## src/rtl/sn_pkg.sv

```systemverilog
// -----------------------------------------------------------------------------
// sn_pkg
// Shared definitions for the stochastic-number (SN) decoder and the
// encoder-side checkers:
//   - DEF_WIN_LOG2 / DEF_OUT_W : default window length (log2) and output width
//   - sn_out_state_e           : EMPTY/FULL encoding of the output register
//   - sn_scale()               : window total -> binary estimate (shift and
//                                saturate the all-ones window)
// -----------------------------------------------------------------------------
package sn_pkg;

    localparam int DEF_WIN_LOG2 = 8;
    localparam int DEF_OUT_W    = 8;

    // The encoding is chosen so that the state bit is the est_valid flag.
    typedef enum logic {
        SN_EMPTY = 1'b0,
        SN_FULL  = 1'b1
    } sn_out_state_e;

    // A window of 2**win_log2 bits yields totals 0..2**win_log2. The right
    // shift maps that onto OUT_W bits, except the single all-ones total, which
    // would need one extra bit and is clamped to the largest code instead.
    function automatic logic [31:0] sn_scale(input logic [31:0] total,
                                             input int          win_log2,
                                             input int          out_w);
        logic [31:0] full_win;
        full_win = 32'd1 << win_log2;
        if (total == full_win) begin
            sn_scale = (32'd1 << out_w) - 32'd1;
        end else begin
            sn_scale = total >> (win_log2 - out_w);
        end
    endfunction

endpackage

```

## src/rtl/sn_window_counter.sv

```systemverilog
// -----------------------------------------------------------------------------
// sn_window_counter
// Counts valid SN bits and ones over a window of 2**WIN_LOG2 valid bits.
// Ports:
//   clk        in   posedge clock
//   rst_n      in   synchronous reset, active HIGH
//   sn_bit     in   stochastic bit
//   sn_valid   in   sn_bit is sampled this cycle
//   win_clr    in   restart the current window (the bit in this cycle is dropped)
//   win_done_o out  pulse: this cycle carries the last bit of a window
//   total_o    out  ones in the finished window, including the last bit
// -----------------------------------------------------------------------------
module sn_window_counter
    import sn_pkg::*;
#(
    parameter int WIN_LOG2 = DEF_WIN_LOG2
) (
    input  logic                clk,
    input  logic                rst_n,
    input  logic                sn_bit,
    input  logic                sn_valid,
    input  logic                win_clr,
    output logic                win_done_o,
    output logic [WIN_LOG2:0]   total_o
);

    logic [WIN_LOG2-1:0] bit_cnt_q, bit_cnt_d;
    logic [WIN_LOG2:0]   ones_cnt_q, ones_cnt_d;

    // A clear in the same cycle as the last bit drops that bit, so no window
    // end is reported for it.
    assign win_done_o = sn_valid && !win_clr && (bit_cnt_q == '1);
    assign total_o    = ones_cnt_q + (WIN_LOG2 + 1)'(sn_bit);

    always_comb begin
        bit_cnt_d  = bit_cnt_q;
        ones_cnt_d = ones_cnt_q;
        if (win_clr) begin
            bit_cnt_d  = '0;
            ones_cnt_d = '0;
        end else if (sn_valid) begin
            if (win_done_o) begin
                // Next valid bit is bit 0 of the next window, no stall.
                bit_cnt_d  = '0;
                ones_cnt_d = '0;
            end else begin
                bit_cnt_d  = bit_cnt_q + WIN_LOG2'(1);
                ones_cnt_d = total_o;
            end
        end
    end

    always_ff @(posedge clk) begin
        if (rst_n) begin
            bit_cnt_q  <= '0;
            ones_cnt_q <= '0;
        end else begin
            bit_cnt_q  <= bit_cnt_d;
            ones_cnt_q <= ones_cnt_d;
        end
    end

endmodule

```

## src/rtl/sn_stream_decoder.sv

```systemverilog
// -----------------------------------------------------------------------------
// sn_stream_decoder
// Stochastic-to-binary decoder: counts ones over 2**WIN_LOG2 valid bits and
// presents the scaled estimate through a valid/ready output register.
// Optional feature: define SN_BIPOLAR_EN to register a two's-complement
// bipolar estimate alongside the unipolar one; otherwise est_bipolar is 0.
// Ports:
//   clk          in   posedge clock
//   rst_n        in   synchronous reset, active HIGH (1 = reset)
//   sn_bit       in   stochastic bit
//   sn_valid     in   sn_bit is sampled this cycle
//   win_clr      in   restart current window; output register untouched
//   est_data     out  unipolar estimate
//   est_bipolar  out  bipolar estimate (result - 2**(OUT_W-1))
//   est_valid    out  est_data/est_bipolar hold a result
//   est_ready    in   consumer accepts the result
//   ovr          out  sticky: a result was overwritten before acceptance
//
// Handshake: a result transfers in any cycle where est_valid && est_ready.
// While est_valid=1 and est_ready=0 the data is held, except when a new
// window ends, which overwrites it and sets ovr. A window ending in the
// same cycle as an acceptance simply loads the next result (no ovr).
// -----------------------------------------------------------------------------
module sn_stream_decoder
    import sn_pkg::*;
#(
    parameter int WIN_LOG2 = DEF_WIN_LOG2,
    parameter int OUT_W    = DEF_OUT_W
) (
    input  logic             clk,
    input  logic             rst_n,
    input  logic             sn_bit,
    input  logic             sn_valid,
    input  logic             win_clr,
    output logic [OUT_W-1:0] est_data,
    output logic [OUT_W-1:0] est_bipolar,
    output logic             est_valid,
    input  logic             est_ready,
    output logic             ovr
);

    logic              win_done;
    logic [WIN_LOG2:0] total;
    logic [OUT_W-1:0]  result;

    sn_out_state_e    state_q, state_d;
    logic [OUT_W-1:0] est_data_q, est_data_d;
    logic             ovr_q, ovr_d;

    sn_window_counter #(
        .WIN_LOG2 (WIN_LOG2)
    ) u_win (
        .clk        (clk),
        .rst_n      (rst_n),
        .sn_bit     (sn_bit),
        .sn_valid   (sn_valid),
        .win_clr    (win_clr),
        .win_done_o (win_done),
        .total_o    (total)
    );

    assign result = OUT_W'(sn_scale(32'(total), WIN_LOG2, OUT_W));

    always_comb begin
        state_d    = state_q;
        est_data_d = est_data_q;
        ovr_d      = ovr_q;
        if (win_done) begin
            est_data_d = result;
        end
        case (state_q)
            SN_EMPTY: begin
                if (win_done) state_d = SN_FULL;
            end
            SN_FULL: begin
                if (win_done) begin
                    if (!est_ready) ovr_d = 1'b1;
                end else if (est_ready) begin
                    state_d = SN_EMPTY;
                end
            end
            default: state_d = SN_EMPTY;
        endcase
    end

    always_ff @(posedge clk) begin
        if (rst_n) begin
            state_q    <= SN_EMPTY;
            est_data_q <= '0;
            ovr_q      <= 1'b0;
        end else begin
            state_q    <= state_d;
            est_data_q <= est_data_d;
            ovr_q      <= ovr_d;
        end
    end

    assign est_valid = (state_q == SN_FULL);
    assign est_data  = est_data_q;
    assign ovr       = ovr_q;

`ifdef SN_BIPOLAR_EN
    logic [OUT_W-1:0] est_bipolar_q;

    // Flipping the MSB subtracts 2**(OUT_W-1): 2*P-1 in two's complement.
    always_ff @(posedge clk) begin
        if (rst_n) begin
            est_bipolar_q <= '0;
        end else if (win_done) begin
            est_bipolar_q <= {~result[OUT_W-1], result[OUT_W-2:0]};
        end
    end

    assign est_bipolar = est_bipolar_q;
`else
    assign est_bipolar = '0;
`endif

endmodule

```

## config.mk

```make
export PLATFORM = sky130hd
export DESIGN_NAME = sn_stream_decoder
export DESIGN_NICKNAME = d
export VERILOG_FILES = /design/src/rtl/sn_pkg.sv /design/src/rtl/sn_window_counter.sv /design/src/rtl/sn_stream_decoder.sv
export SDC_FILE = /design/constraint.sdc
export NUM_CORES = 1
export LEC_CHECK = 0
export ABC_AREA = 1
export ABC_CLOCK_PERIOD_IN_PS = 1750
export CORE_ASPECT_RATIO = 0.9
export CORE_MARGIN = 1.5
export CORE_UTILIZATION = 25
export DETAILED_ROUTE_END_ITERATION = 7
export PLACE_DENSITY = 0.55
export REMOVE_ABC_BUFFERS = 1
export SLEW_MARGIN = 0
export SYNTH_ARGS = -nofsm -noshare
export SYNTH_HDL_FRONTEND = slang
export SYNTH_SLANG_ARGS = --single-unit
export TNS_END_PERCENT = 5
```

## constraint.sdc

```tcl
create_clock -name clk -period 1.75 [get_ports clk]
set_clock_uncertainty 0.15 [all_clocks]
set_input_delay 0.4375 -clock clk [delete_from_list [all_inputs] [get_ports clk]]
set_output_delay 0.4375 -clock clk [all_outputs]
set_load 0.01 [all_outputs]
```

# Yosys cells after proc, flatten, opt, wreduce, memory -nomap -nowiden
# Cells that the tools add are included.
# totals
inputBits	6
elab_cells	23
register_bits	27
# op_classes
n_reduce_logical	5
n_eq_ne	2
n_addsub	2
bitwise	2
muxes	7
# ops
cell	count
8-bit 2-to-1 mux	2
9-bit by 1-bit adder with 9-bit output	1
9-bit equality test, second input constant	1
9-bit 2-to-1 mux	1
8-bit by 1-bit adder with 8-bit output, second input constant	1
8-bit equality test, second input constant	1
1-bit 2-to-1 mux	3
3-bit AND reduction	1
1-bit logical AND	2
1-bit NOT	2
1-bit one-hot mux with 2 select lines	1
2-bit OR reduction	1
1-bit logical NOT	1

# Logic depth before layout (Yosys ltp)
# depth
depth_word	5
depth_mapped	9

# Hierarchy
# From an unflattened synthesis, not the netlist that was laid out.
# unflattened
cells_unflattened	212
hier_area_um2	1476.4
# modules_own_cells
module	area_each_um2	n_inst	cells_per_inst
sn_window_counter	978.4	1	145
sn_stream_decoder	498.0	1	67

# Worst setup path before layout
# Ideal clock, no wire load.
# synth_path
path_type	input port to flip-flop
from	in sn_bit
to	reg est_data_q[4] (netlist: est_data[4])
path_buffers	0
required_time_ns	1.530
path_slack_ns	0.087
path_stages	7
arrival_time_ns	1.443
path_cell_list	ha_1 or2_2 nand2_1 nand3_1 nor2_4 nand3_4 a21oi_1
# synth_between
elab_chain_cells	3
# synth_rtl
item	line	rtl
start, declared	sn_stream_decoder.sv:32	input logic sn_bit,
9-bit by 1-bit adder with 9-bit output (*)	sn_window_counter.sv:33	assign total_o = ones_cnt_q + (WIN_LOG2 + 1)'(sn_bit);
9-bit equality test	sn_pkg.sv:29	if (total == full_win) begin
8-bit 2-to-1 mux (*)	sn_pkg.sv:29	
end signal, assigned	sn_stream_decoder.sv:93	est_data_q <= est_data_d;
end, declared	sn_stream_decoder.sv:47	logic [OUT_W-1:0] est_data_q, est_data_d;
# Every way passes the cells marked *; elsewhere a longest branch is shown, timed or not.
# A chain may end at the register's enable or synchronous reset.

# Final worst setup path
# layout_path
from	in sn_valid
to	reg est_data_q[0] (netlist: est_data[0])
# layout_between
elab_chain_cells	2
# layout_rtl
item	line	rtl
start, declared	sn_stream_decoder.sv:33	input logic sn_valid,
1-bit logical AND (2 in series)	sn_window_counter.sv:32	assign win_done_o = sn_valid && !win_clr && (bit_cnt_q == '1);
# No other way between the ends.

==> impl_metrics.ini <==
[placement]
port_buffers = 15
dp_worst_setup_slack_ps = -493
gp_congestion = 0.826
hpwl_um = 2260

[route]
finalWirelength_um = 3010
drc_errors = 0
post_drt_wl_per_cell_um = 9.81
first_iter_violations = 51
drtAntennaViolNets = 0
wl_met3_um = 114
dr.pass1.iters = 4
wl_met1_um = 1600
viasPerCell = 4.07
dr.max_layer_used = met4
met2_length_um = 1250
vias = 1248

[timing]
layout_setup_ws_ps = 62.6
period_minus_slack_ps = 1690
finalSetupViolCount = 0
fmax_mhz = 593
rsz0062_at_grt = yes
period_share_pct = 96.4
finalHoldViolCount = 0
drv_slew = 0

[critical_path]
path_max_fanout = 10
worstPathRequired_ps = 1780
crit_type = input port to flop
crit_buf_inv = 3
arrival_ps = 1720
cp-start-kind = input port
crit_path_end_kind = flop
cpMaxStageDelayCell = clkdlybuf4s50_1
cpLargestDelayFamily = buffers and inverters
worst_path_largest_cell_delay_ps = 420
crit_path_cell_trace = clkdlybuf4s50_1 > and3_1 > nand2_1 > buf_4 > clkinvlp_4 > o21ai_1 > a21oi_2

[cts]
clock_sinks = 27
clk_latency_ps = 280
clk_pin_slew_ps = 100
cts_buffer_depth = 2
hold_buffers = 0
cts_buffers = 3
cts-root-buf = clkbuf_8
cts_tree = yes
cts_max_level = 1

[final_layout]
fillers = 566
diodes = 0
syn_to_final_growth_pct = 37.8
final_common_cell = nand2_1
fin_nets = 250
final_cell_mix = 47 x nand2_1, 29 x buf_4, 25 x dfxtp_1, 23 x nor2_1, 17 x inv_1
drive_above_1_share_pct = 26.7

[grt]
grt_overflow = 0
grt_antenna_before_repair = 0
grt_max_degree = 17
grt_pass1_wl_um = 5020
grt_pass1_vias = 1098
grtUsageTotal_pct = 10.8

[synth]
syn_area_sq_um = 1370
yosysSeqAreaShare_pct = 39.4
synth_top_family_by_area = simple AND/OR/NAND/NOR gates
synthXorXnorAreaFrac_pct = 2.55
synth_mux_area_share_pct = 0
synth-seq-cells = 27
synth_compound_area_share_pct = 11.3
yosys.area_share.simple_pct = 33.3
synthAdderAreaFrac_pct = 2.73
avgSynthCellArea_sq_um = 7.04
netlist_instances = 195
synth_cell_types = 27
yosysWarnings = 0

[power_and_ir_drop]
power.leakage_nw = 0.842
pwr-share-clk_pct = 34.2
p_total_w = 0.00107
p_per_area_nw_per_um2 = 567
p_seq_share_pct = 57.7
combPwrFrac_pct = 8.1
switching_share_pct = 23.5
power.switching_w = 0.000252
intPower_w = 0.000821
vdd_drop_max_mv = 0.400

[die]
die_x_um = 81.1
die_area_sq_um = 5940
rows = 25
pin_count = 24
coreArea_sq_um = 5290
start_util_pct = 26.0
die_y_um = 73.3

[job]
max_cap_violations = 0

[min_path]
hold_class = flop to flop

[status]
status = completed
## tightest hold or removal path, stage by stage (launching register included)
cell,delay [ps]
dfxtp_1,320
inv_1,50
a21oi_1,50
## path summary, 6_finish.rpt
check                                   startpoint                  endpoint  slack [ps]  cells after the start
setup / recovery                          sn_valid  est_data[0]$_SDFFE_PP0P_          60                      7
hold / removal                    ovr$_SDFFE_PP0P_          ovr$_SDFFE_PP0P_         300                      2
setup reg to reg  u_win.ones_cnt_q[0]$_SDFFE_PP0P_  est_data[2]$_SDFFE_PP0P_         100                      9
hold reg to reg                   ovr$_SDFFE_PP0P_          ovr$_SDFFE_PP0P_         300                      2
## cell usage after synthesis
cell type / n / area [sq um]
o21a_1: 1 / 7.51
nor2_2: 3 / 18.8
nor3_1: 1 / 5.00
nor3b_1: 1 / 7.51
conb_1: 1 / 3.75
nand3_4: 1 / 17.5
inv_1: 18 / 67.6
o21ai_0: 9 / 45.0
nor2_1: 25 / 93.8
nand3_1: 6 / 30.0
a211oi_1: 1 / 7.51
ha_1: 3 / 37.5
nand2_2: 3 / 18.8
nand4_1: 2 / 12.5
or2_2: 1 / 6.26
nand2_1: 51 / 191
xor2_1: 4 / 35.0
clkinv_1: 2 / 7.51
nor2_4: 2 / 22.5
dfxtp_1: 27 / 541
a21oi_1: 19 / 95.1
nand3b_1: 2 / 15.0
buf_4: 8 / 60.1
buf_2: 1 / 5.00
clkbuf_1: 1 / 3.75
nand2_4: 1 / 11.3
and3_1: 1 / 6.26
## layer usage
layer	vias to the layer above	global-route usage, %
li1	688	-
met2	25	15.3
met4	0	3.45
met5	-	0
met1	531	16.1
met3	4	2.36
## flip-flops by register name, summed over array words and instances (netlist names)
| signal | flops |
|---|---|
| est_valid | 1 |
| est_data | 8 |
| ovr | 1 |
| u_win.ones_cnt_q | 9 |
| u_win.bit_cnt_q | 8 |
## through the flow
stage	util (%)	setup TNS [ps]	std cells	cell area (sq um)	hold slack, ps
global placement	33.6	-7170	302	1770	287
CTS	35.0	0	306	1850	304
floorplan	-	0	192	1330	281
finish	35.8	0	307	1890	300
detailed placement	33.6	-7020	302	1770	289
global route	35.8	-179	307	1890	339
## cell families after synthesis
group / Yosys count
AO/OA/AOI/OAI: 30
XOR/XNOR: 4
adder cells (fa/ha/maj): 3
buffers and inverters: 30
flip-flops: 27
other: 1
AND/OR/NAND/NOR: 100
## power by group through the flow
stage	logic (W)	clock network, W	registers, W
floorplan	0.0000371	0	0.000632
global placement	0.0000872	0	0.000632
detailed placement	0.0000868	0	0.000632
CTS	0.0000859	0.000388	0.000618
global route	0.0000974	0.000414	0.000619
finish	0.0000874	0.000367	0.000618
## timing repair
| item | CTS | global route |
|---|---|---|
| hold endpoints to repair | 0 | 0 |
| gates resized for setup | 21 | 19 |
| setup endpoints to repair | 18 | 14 |
| pin swaps | 5 | 6 |
| setup buffers | 0 | 1 |
## final cells by class
cell class                      count  area (sq um)  area share (%)
Multi-Input combinational cell    145           778            41.1
Sequential cell                    27           543            28.7
Timing Repair Buffer               44           359            19.0
Tap cell                           67          83.8            4.43
Inverter                           20          78.8            4.17
Clock buffer                        3          41.3            2.18
Clock inverter                      1          7.51           0.397
No activity file was read; power rests on OpenSTA's default activity.
